===== config.mk =====
export PLATFORM = sky130hd
export DESIGN_NAME = id_hazard_ctrl
export DESIGN_NICKNAME = d
export VERILOG_FILES = /design/src/rtl/hazard_pkg.sv /design/src/rtl/hazard_stats.sv /design/src/rtl/id_hazard_ctrl.sv
export SDC_FILE = /design/constraint.sdc
export NUM_CORES = 1
export LEC_CHECK = 0
export ABC_CLOCK_PERIOD_IN_PS = 2600
export CAP_MARGIN = 10
export CORE_ASPECT_RATIO = 1.75
export CORE_UTILIZATION = 30
export CTS_CLUSTER_DIAMETER = 30
export CTS_CLUSTER_SIZE = 14
export DETAILED_ROUTE_END_ITERATION = 12
export MAX_ROUTING_LAYER = met4
export PLACE_DENSITY = 0.95
export SETUP_SLACK_MARGIN = 0.5
export SLEW_MARGIN = 0
export SYNTH_ARGS = -nofsm -noshare
export SYNTH_HDL_FRONTEND = slang
export SYNTH_SLANG_ARGS = --single-unit

===== constraint.sdc =====
create_clock -name clock -period 2.6 [get_ports clock]
set_input_delay 0.52 -clock clock [delete_from_list [all_inputs] [get_ports clock]]
set_output_delay 0.52 -clock clock [all_outputs]
set_load 0.03 [all_outputs]

===== src/rtl/hazard_pkg.sv =====
// hazard_pkg: shared state encoding and bubble-count constants for id_hazard_ctrl
package hazard_pkg;
  typedef enum logic {RUN, STALL} state_t;
  localparam logic [1:0] BUBBLE_LOAD_BR = 2'd2;
  localparam logic [1:0] BUBBLE_ALU_BR = 2'd1;
  localparam logic [1:0] BUBBLE_LOAD_MEM_BR = 2'd1;
  localparam logic [1:0] BUBBLE_LOAD_USE = 2'd1;
  localparam int ZERO_REG = 0;
endpackage


===== src/rtl/hazard_stats.sv =====
// hazard_stats: saturating stall/event counters, built only under HAZARD_STATS_EN
module hazard_stats #(
  parameter int STAT_W = 32
) (
  input  logic              clk,
  input  logic              rst,
  input  logic              hazard,
  input  logic              load_use,
  input  logic              branch_stall,
  output logic [STAT_W-1:0] stall_cycles,
  output logic [15:0]       load_use_events,
  output logic [15:0]       branch_stall_events
);
  always_ff @(posedge clk) begin
    if (rst) begin
      stall_cycles <= '0;
      load_use_events <= '0;
      branch_stall_events <= '0;
    end else begin
      if (hazard && !(&stall_cycles)) stall_cycles <= stall_cycles + STAT_W'(1);
      if (load_use && !(&load_use_events)) load_use_events <= load_use_events + 16'd1;
      if (branch_stall && !(&branch_stall_events)) branch_stall_events <= branch_stall_events + 16'd1;
    end
  end
endmodule


===== src/rtl/id_hazard_ctrl.sv =====
// id_hazard_ctrl: ID-stage hazard detection, branch-operand stalls and EX/MEM forwarding selects.
// Statistics counters are built only when HAZARD_STATS_EN is defined; otherwise they read 0.
module id_hazard_ctrl
  import hazard_pkg::*;
#(
  parameter int REG_BITS = 5,
  parameter int STAT_W = 32
) (
  input  logic                clock,
  input  logic                reset,
  input  logic [REG_BITS-1:0] IDRs,
  input  logic [REG_BITS-1:0] IDRt,
  input  logic                IDUsesRt,
  input  logic                IDBranch,
  input  logic                IDEXRegWrite,
  input  logic                IDEXMemRead,
  input  logic                IDEXRegDst,
  input  logic [REG_BITS-1:0] IDEXRt,
  input  logic [REG_BITS-1:0] IDEXRd,
  input  logic                EXMEMRegWrite,
  input  logic                EXMEMMemRead,
  input  logic [REG_BITS-1:0] EXMEMDst,
  output logic                Hazard,
  output logic                PCWrite,
  output logic                IFIDWrite,
  output logic                BranchValid,
  output logic                forward1,
  output logic                forward2,
  output logic [STAT_W-1:0]   StallCycles,
  output logic [15:0]         LoadUseEvents,
  output logic [15:0]         BranchStallEvents
);
  localparam logic [REG_BITS-1:0] ZERO = REG_BITS'(ZERO_REG);
  state_t state, state_nxt;
  logic [1:0] cnt, cnt_nxt, n;
  logic [REG_BITS-1:0] ex_dst;
  logic ex_match, mem_match, mem_fwd, run;
  assign ex_dst = IDEXRegDst ? IDEXRd : IDEXRt;
  assign ex_match = IDEXRegWrite && ex_dst != ZERO && (ex_dst == IDRs || (IDUsesRt && ex_dst == IDRt));
  assign mem_match = EXMEMRegWrite && EXMEMDst != ZERO && (EXMEMDst == IDRs || (IDUsesRt && EXMEMDst == IDRt));
  assign mem_fwd = EXMEMRegWrite && !EXMEMMemRead && EXMEMDst != ZERO;
  assign forward1 = mem_fwd && EXMEMDst == IDRs;
  assign forward2 = mem_fwd && EXMEMDst == IDRt;
  assign run = state == RUN;
  // First matching rule wins; branches need operands ready in ID, not EX
  always_comb
    n = (IDBranch && IDEXMemRead && ex_match) ? BUBBLE_LOAD_BR :
        (IDBranch && ex_match) ? BUBBLE_ALU_BR :
        (IDBranch && EXMEMMemRead && mem_match) ? BUBBLE_LOAD_MEM_BR :
        (!IDBranch && IDEXMemRead && ex_match) ? BUBBLE_LOAD_USE : 2'd0;
  always_ff @(posedge clock) begin
    if (reset) begin
      state <= RUN;
      cnt <= '0;
    end else begin
      state <= state_nxt;
      cnt <= cnt_nxt;
    end
  end
  // cnt holds the bubbles still owed after the current one
  always_comb begin
    state_nxt = run ? (n == BUBBLE_LOAD_BR ? STALL : RUN) : (cnt == 2'd1 ? RUN : STALL);
    cnt_nxt = run ? (n == BUBBLE_LOAD_BR ? n - 2'd1 : cnt) : cnt - 2'd1;
  end
  always_comb begin
    Hazard = run ? n != 2'd0 : 1'b1;
    PCWrite = run && n == 2'd0;
    IFIDWrite = PCWrite;
    BranchValid = PCWrite;
  end
`ifdef HAZARD_STATS_EN
  hazard_stats #(.STAT_W(STAT_W)) u_stats (
    .clk(clock),
    .rst(reset),
    .hazard(Hazard),
    .load_use(run && !IDBranch && n != 2'd0),
    .branch_stall(run && IDBranch && n != 2'd0),
    .stall_cycles(StallCycles),
    .load_use_events(LoadUseEvents),
    .branch_stall_events(BranchStallEvents)
  );
`else
  assign StallCycles = '0;
  assign LoadUseEvents = '0;
  assign BranchStallEvents = '0;
`endif
endmodule


# [After elaboration in Yosys (flattened, before gate mapping)]
# Cells that the tools add are included.
[word_totals] in_bits=34 out_inout_bits=70 word_cells=49 ff_bits=3
[op_classes] bitwise=1 muxes=11 n_addsub=2 n_reduce_logical=27 eq_ne=6
[ops] operator="5-bit == test" n=4
[ops] operator="1-bit logical AND" n=18
[ops] operator="5-bit nonzero test" n=2
[ops] operator="1-bit 2-to-1 mux" n=7
[ops] operator="2-bit 2-to-1 mux" n=3
[ops] operator="5-bit 2-to-1 mux" n=1
[ops] operator="2-bit nonzero test" n=2
[ops] operator="2-bit by 1-bit subtractor with 2-bit output, second input constant" n=2
[ops] operator="2-bit by 1-bit == test with 1-bit output, second input constant" n=1
[ops] operator="2-bit == test, second input constant" n=1
[ops] operator="1-bit logical NOT" n=2
[ops] operator="2-bit logical NOT" n=1
[ops] operator="1-bit logical OR" n=2
[ops] operator="1-bit inverter" n=1

# [Longest topological paths before layout]
# Gate-level depths: netlist of the first run.
[logic_depth] ltp_word=13 depth_mapped=8 depth_no_buf=6

# [Worst setup path after synthesis of the first run]
# Ideal clock, no wire load.
[synth_timing] path_type="in2out" from="input IDEXRegDst" to="output IFIDWrite" stages=8 path_buffers=2 required_ns=2.080 arrival_time_ns=2.704 path_slack_ns=-0.624 path_cell_list="buf_6 > mux2i_1 > xnor2_1 > nor4_1 > a32oi_1 > nor2_1 > a211oi_1 > buf_4"
[synth_via] elab_chain_cells=12 word_cells_on_any_way=17 classes_between="eq/ne: 2; mux: 5; reduce/logical: 10"
[synth_rtl] item="start: declaration" line="id_hazard_ctrl.sv:17" text="input logic IDEXRegDst,"
[synth_rtl] item="5-bit 2-to-1 mux *" line="id_hazard_ctrl.sv:38" text="assign ex_dst = IDEXRegDst ? IDEXRd : IDEXRt;"
[synth_rtl] item="5-bit == test" line="id_hazard_ctrl.sv:39" text="assign ex_match = IDEXRegWrite && ex_dst != ZERO && (ex_dst == IDRs || (IDUsesRt && ex_dst == IDRt));"
[synth_rtl] item="1-bit logical AND" line="id_hazard_ctrl.sv:39"
[synth_rtl] item="1-bit logical OR" line="id_hazard_ctrl.sv:39"
[synth_rtl] item="1-bit logical AND *" line="id_hazard_ctrl.sv:39"
[synth_rtl] item="1-bit logical AND" line="id_hazard_ctrl.sv:50" text="(!IDBranch && IDEXMemRead && ex_match) ? BUBBLE_LOAD_USE : 2'd0;"
[synth_rtl] item="1-bit 2-to-1 mux" line="id_hazard_ctrl.sv:50"
[synth_rtl] item="1-bit 2-to-1 mux" line="id_hazard_ctrl.sv:49" text="(IDBranch && EXMEMMemRead && mem_match) ? BUBBLE_LOAD_MEM_BR :"
[synth_rtl] item="1-bit 2-to-1 mux" line="id_hazard_ctrl.sv:48" text="(IDBranch && ex_match) ? BUBBLE_ALU_BR :"
[synth_rtl] item="2-bit 2-to-1 mux *" line="id_hazard_ctrl.sv:47" text="n = (IDBranch && IDEXMemRead && ex_match) ? BUBBLE_LOAD_BR :"
[synth_rtl] item="2-bit logical NOT *" line="id_hazard_ctrl.sv:67" text="PCWrite = run && n == 2'd0;"
[synth_rtl] item="1-bit logical AND *" line="id_hazard_ctrl.sv:67"
[synth_rtl] item="end: declaration" line="id_hazard_ctrl.sv:25" text="output logic IFIDWrite,"
# Mark *: on every way between the ends. The rest lies on a longest branch, timed or not.

# [Worst setup path after layout of the first run]
[layout_timing] from="input IDEXRegDst" to="output PCWrite"
[layout_via] elab_chain_cells=12 word_cells_on_any_way=17 classes_between="eq/ne: 2; mux: 5; reduce/logical: 10"
[layout_rtl] item="5-bit 2-to-1 mux *" line="id_hazard_ctrl.sv:38"
[layout_rtl] item="5-bit == test" line="id_hazard_ctrl.sv:39"
[layout_rtl] item="1-bit logical AND" line="id_hazard_ctrl.sv:39"
[layout_rtl] item="1-bit logical OR" line="id_hazard_ctrl.sv:39"
[layout_rtl] item="1-bit logical AND *" line="id_hazard_ctrl.sv:39"
[layout_rtl] item="1-bit logical AND" line="id_hazard_ctrl.sv:50"
[layout_rtl] item="1-bit 2-to-1 mux" line="id_hazard_ctrl.sv:50"
[layout_rtl] item="1-bit 2-to-1 mux" line="id_hazard_ctrl.sv:49"
[layout_rtl] item="1-bit 2-to-1 mux" line="id_hazard_ctrl.sv:48"
[layout_rtl] item="2-bit 2-to-1 mux *" line="id_hazard_ctrl.sv:47"
[layout_rtl] item="2-bit logical NOT *" line="id_hazard_ctrl.sv:67"
[layout_rtl] item="1-bit logical AND *" line="id_hazard_ctrl.sv:67"
[layout_rtl] item="end: declaration" line="id_hazard_ctrl.sv:24" text="output logic PCWrite,"
# Marks and branches as above.

==> qor.txt, run 1 <==
Ys async rst share = 0%
Main combinational cell family by area after synthesis = buffers and inverters
Fraction of the mapped netlist area in compound gates = 7.19%
Clock buffer depth = 2
Num CTS Buffers = 3
Routed Antenna Nets = 0
RR Startpoint = state
Worst hold path class = register to register
Worst setup EP type = output pin
PortBufs = 39
Row cnt = 27
Post-synth EDFFs = 0
Synth cell count leaders = 66 x buf_4, 14 x xnor2_1, 6 x xor2_1
Total number of vias = 914
Critical hold path startpoint = cnt[0]
Post-synthesis mux area share = 5.60%
Via/cell ratio = 3.91
Core box area = 0.00321 mm2
Wirelength, routed = 2570 um
Die Y = 79.4 um
Area leader, netlist = buf_4
Post-synth top area share = 48.2%
Layout area overhead = 50.2%
Fraction of final layout cells sized beyond drive strength 1 = 30.9%
RSZ-0062 raised after global routing = yes
Setup CP Type = input port to output pin
Syn Inst Count = 134
Initial Utilization = 32.0%
Die area = 0.00367 mm2
Final min period = 2.60 ns
Vias in the first global route = 898
Grt met2 use = 29.9%
Die width = 46.2 um
Sequential power share = 9.8%
Origin of the worst setup path = IDEXRegDst
First-pass GRT wire length = 3510 um
Worst R2R Setup Slack = 1.37 ns
Skew-Pair Late Insertion Delay = 0.22 ns
Clock Root Buffer = clkbuf_8
GRT busiest layer = met2
Placed cells = 228
CTS tree = built
Combinational share of power = 61.6%
Clk slew on worst S/H paths = 0.03 ns
Synth Area in XOR/XNOR = 17.1%
Gp weighted congestion = 0.832
Post-synthesis simple-gate area fraction = 12.7%
Pleak = 0.708 nW
GRT overflow = 0
DR DRC count = 0
Crit Path Max Fanout = 7
Met1 GRT Util = 8.09%
Final-stage net count = 227
Antenna diodes = 0
Top post-synthesis cells by area = buf_4 48%, xnor2_1 12%, dfxtp_1 5.8%
Period utilization = 100%
Final setup fails = 0
Critical Path RT = 2.08 ns
Post-Syn Area = 0.00103 mm2
Average size of a mapped cell = 7.67 um2
Max-cap viol count = 0
Largest net degree at the start of global routing = 9
Drt first pass iters = 4
Clk pwr share = 28.5%
Max-slew violations = 0
Worst VDD drop = 0.214 mV
Met3 GRT Util = 2.04%
Kind of start point of the critical path = input port
Register area share after synthesis = 5.85%
Post-Synth Adder-Cell Area = 1.22%
Antenna violations before repair = 0
Clock Skew = 0.00295 ns
Hold Vio Cnt, Final = 0
Detailed Place HPWL = 2020 um
P_sw = 0.000235 W
Ys flop type = dfxtp_1
WP data arrival = 2.08 ns
I/O pin cnt = 104
Switching share of total power = 48.2%
Gr usage total = 13.2%
Final std cells w/o fill = 234
Netlist cell types = 27
CTS H-tree lvls = 1
Int Power = 0.000253 W
Pwr Total = 0.000488 W
Sink Count = 3
CTS Hold Bufs = 0
Initial DRC count = 4
Achievable Freq = 0.385 GHz
PwrDens = 316 mW/mm2
Routed WL per cell = 11.0 um
Most frequent cell after synthesis = buf_4
Yosys reg bits = 3
Yosys synthesis warning count = 0
Outcome = completed
[sequential cells by signal (all words and copies together), names as in the netlist]
name   cells
cnt        2
state      1
[power by group through the flow]
| stage | clock (W) | sequential (W) | combinational (W) |
|---|---|---|---|
| after CTS | 0.000137 | 0.0000479 | 0.000289 |
| after floorplan | 0 | 0.0000483 | 0.000269 |
| final | 0.000139 | 0.0000480 | 0.000301 |
| after global routing | 0.000142 | 0.0000481 | 0.000319 |
| after global placement | 0 | 0.0000484 | 0.000284 |
| after detailed placement | 0 | 0.0000485 | 0.000288 |
[cells in the final DEF (no fill, tap or decap), types with 4 or more instances in the layout]
| cell type | instances |
|---|---|
| buf_4 | 14 |
| buf_6 | 12 |
| clkdlybuf4s50_1 | 7 |
| conb_1 | 64 |
| dlygate4sd2_1 | 17 |
| mux2i_4 | 4 |
| nand2_1 | 5 |
| xnor2_1 | 13 |
[through the flow]
| stage | setup TNS, ns | setup WS, ns | instance area [um2] | utilization, % | hold slack [ns] |
|---|---|---|---|---|---|
| 6_report | 0 | 0.000160 | 1540 | 48.1 | 0.492 |
| 5_1_grt | -0.405 | -0.123 | 1540 | 48.1 | 0.511 |
| 4_1_cts | 0 | 0.0347 | 1480 | 46.2 | 0.492 |
| 3_5_place_dp | -2.81 | -0.421 | 1380 | 43.1 | 0.475 |
| 3_3_place_gp | -2.60 | -0.403 | 1380 | 43.1 | 0.457 |
| 2_1_floorplan | -0.0680 | -0.0340 | 1340 | - | 0.439 |
[what timing repair did]
action | in CTS | in global routing
resized for setup | 78 | 18
pin swaps | 16 | 6
endpoints found under the setup margin | 9 | 9
buffers inserted | 2 | 0
[per-layer routing]
layer / wire (um) / vias to the layer above
li1: - / 421
met1: 643 / 401
met2: 1570 / 86
met3: 296 / 6
met4: 57 / 0
met5: 0 / -
[layout make-up]
type,count,area [um2]
Tap cell,43,53.8
Timing Repair Buffer,57,514
Sequential cell,3,60.1
Inverter,2,7.51
Multi-Input combinational cell,125,862
Fill cell,319,1670
Clock buffer,4,45.0
[worst paths after layout]
path                                end  depth (start not counted)
worst max-delay path            PCWrite                          9
worst min-delay path             cnt[0]                          1
worst max register to register    state                          2
worst min register to register   cnt[0]                          1
[cell families (layout without fill, tap and decap cells)]
kind of cell / after synthesis / count (layout)
fa+ha+maj: 1 / 1
compound gates: 10 / 10
buf+inv: 69 / 63
other cells: 1 / 64
flops: 3 / 3
mux: 5 / 5
xor+xnor: 20 / 20
simple gates: 25 / 25
[worst max-delay path, stage by stage]
cell and delay (ns):
buf_6 0.07, buf_12 0.13, mux2i_4 0.27, xnor2_1 0.15, nor4_1 0.06, a32oi_1 0.27
nor2_2 0.10, a211oi_4 0.32, buf_6 0.19
Note: power is estimated with default switching activity, not from simulation.
==> run 2: changes to the inputs <==
--- a/config.mk
+++ b/config.mk
@@ -12,6 +12,7 @@
 export CTS_CLUSTER_DIAMETER = 30
 export CTS_CLUSTER_SIZE = 14
 export DETAILED_ROUTE_END_ITERATION = 12
+export GPL_TIMING_DRIVEN = 0
 export MAX_ROUTING_LAYER = met4
 export PLACE_DENSITY = 0.95
 export SETUP_SLACK_MARGIN = 0.5
==> qor.txt, run 2 (same netlist as run 1, synthesis figures left out) <==
Worst hold path depth = 1
Achievable Freq = 0.391 GHz
I/O pin cnt = 104
Row cnt = 27
Initial DRC count = 2
Kind of start point of the critical path = input port
Most frequent cells in the layout = 68 x buf_4, 64 x conb_1, 10 x xnor2_1, 10 x clkbuf_2
Largest Register = cnt
Clk slew on worst S/H paths = 0.03 ns
Final hold slack = 0.474 ns
Die width = 46.2 um
Num CTS Buffers = 3
Outcome = completed
Int Power = 0.000307 W
Core box area = 0.00321 mm2
First-pass GRT wire length = 4000 um
Gp weighted congestion = 0.829
Gr usage total = 14.7%
Final min period = 2.56 ns
Worst hold path class = register to register
Layout area overhead = 83.3%
Wirelength, routed = 2810 um
RR Startpoint = state
Final setup fails = 0
Largest net degree at the start of global routing = 9
Period utilization = 98.4%
Via/cell ratio = 3.76
DR DRC count = 0
CTS tree = built
PwrDens = 293 mW/mm2
RR Endpoint = state
Critical hold path startpoint = cnt[0]
Switching share of total power = 44.4%
Drt first pass iters = 2
PortBufs = 38
Hold-critical path endpoint = cnt[0]
P_sw = 0.000245 W
Final-stage net count = 280
Max reg flops = 2
Crit Path Max Fanout = 7
Clock Root Buffer = clkbuf_8
Sequential power share = 8.7%
Die Y = 79.4 um
Critical Path RT = 2.08 ns
Detailed Place HPWL = 2330 um
Vias in the first global route = 1030
Combinational share of power = 66.3%
Worst reg-to-reg path cell count = 2
Antenna violations before repair = 0
Max-slew violations = 0
Antenna diodes = 0
Fraction of final layout cells sized beyond drive strength 1 = 51.2%
Fillcell total = 299
Worst R2R Setup Slack = 1.46 ns
Regs by FF count = cnt (2), state (1)
CTS Hold Bufs = 0
Clk pwr share = 25.0%
CTS H-tree lvls = 1
Routed WL per cell = 9.79 um
Max-cap viol count = 0
Pwr Total = 0.000551 W
Routed Antenna Nets = 0
WP data arrival = 2.04 ns
Sink Count = 3
Setup CP Type = input port to output pin
Clock Skew = 0.000983 ns
Worst setup EP type = output pin
Pleak = 0.997 nW
Initial Utilization = 32.0%
Die area = 0.00367 mm2
Commonest non-fill, non-tap cell in the layout = buf_4
Skew-Pair Late Insertion Delay = 0.22 ns
Finished Cell Area = 0.00188 mm2
RSZ-0062 raised after global routing = yes
Total number of vias = 1079
Clock buffer depth = 2
Post-DP Area = 0.00177 mm2
Hold Vio Cnt, Final = 0
Worst VDD drop = 0.172 mV
GRT overflow = 0
Setup TNS = 0 ns
==> run 2: how the worst max path moves through the flow <==
stage | from | endpoint | slack [ns] | cells past startpoint
6_report | IDEXRegDst | IFIDWrite | 0.04 | 9
5_1_grt | IDEXRegDst | IFIDWrite | -0.04 | 9
4_1_cts | IDEXRegDst | IFIDWrite | 0.03 | 9
3_5_place_dp | EXMEMDst[1] | IFIDWrite | -0.97 | 7
3_3_place_gp | EXMEMDst[1] | PCWrite | -0.93 | 7
2_1_floorplan | IDEXRegDst | IFIDWrite | -0.03 | 8
==> run 2: repair_timing <==
| item | CTS | global route |
|---|---|---|
| buffers inserted | 4 | 1 |
| pin swaps | 20 | 23 |
| setup endpoints to repair | 9 | 9 |
| resized for setup | 117 | 27 |
==> run 2: cell type report <==
| class | count | area (um2) | area share, % |
|---|---|---|---|
| sequential | 3 | 60.1 | 3.19 |
| tap | 43 | 53.8 | 2.86 |
| clock buffer | 4 | 45.0 | 2.39 |
| inverter | 2 | 7.51 | 0.399 |
| buffer | 67 | 523 | 27.8 |
| timing repair buffer | 43 | 347 | 18.4 |
| multi-input combinational | 125 | 847 | 45.0 |
==> run 2: through the flow <==
stage | cells | util (%) | worst slack [ns]
floorplan | 197 | - | -0.0340
CTS | 286 | 58.0 | 0.0293
global placement | 278 | 55.3 | -0.926
detailed placement | 278 | 55.3 | -0.972
global route | 287 | 58.7 | -0.0373
finish | 287 | 58.7 | 0.0413
==> run 2: power groups by stage <==
| stage | Sequential, W | Combinational [W] | Clock (W) |
|---|---|---|---|
| 6_report | 0.0000479 | 0.000366 | 0.000138 |
| 5_1_grt | 0.0000479 | 0.000386 | 0.000143 |
| 4_1_cts | 0.0000479 | 0.000349 | 0.000140 |
| 3_5_place_dp | 0.0000485 | 0.000348 | 0 |
| 3_3_place_gp | 0.0000484 | 0.000344 | 0 |
| 2_1_floorplan | 0.0000483 | 0.000269 | 0 |
==> run 2: worst max-delay path, stage by stage <==
cell and delay, ns:
buf_12 0.12, mux2i_4 0.29, xnor2_2 0.14, nor4_2 0.07, a32oi_1 0.25, nor2_2 0.09
a211oi_4 0.30, buf_6 0.14, buf_6 0.12
==> run 2: per-layer routing <==
layer	vias up	part of all wire (%)	GRT usage [%]
met5	-	0	-
met1	459	28	11.0
li1	534	-	-
met3	4	12	2.71
met2	82	58	31.0
met4	0	1.7	4.12
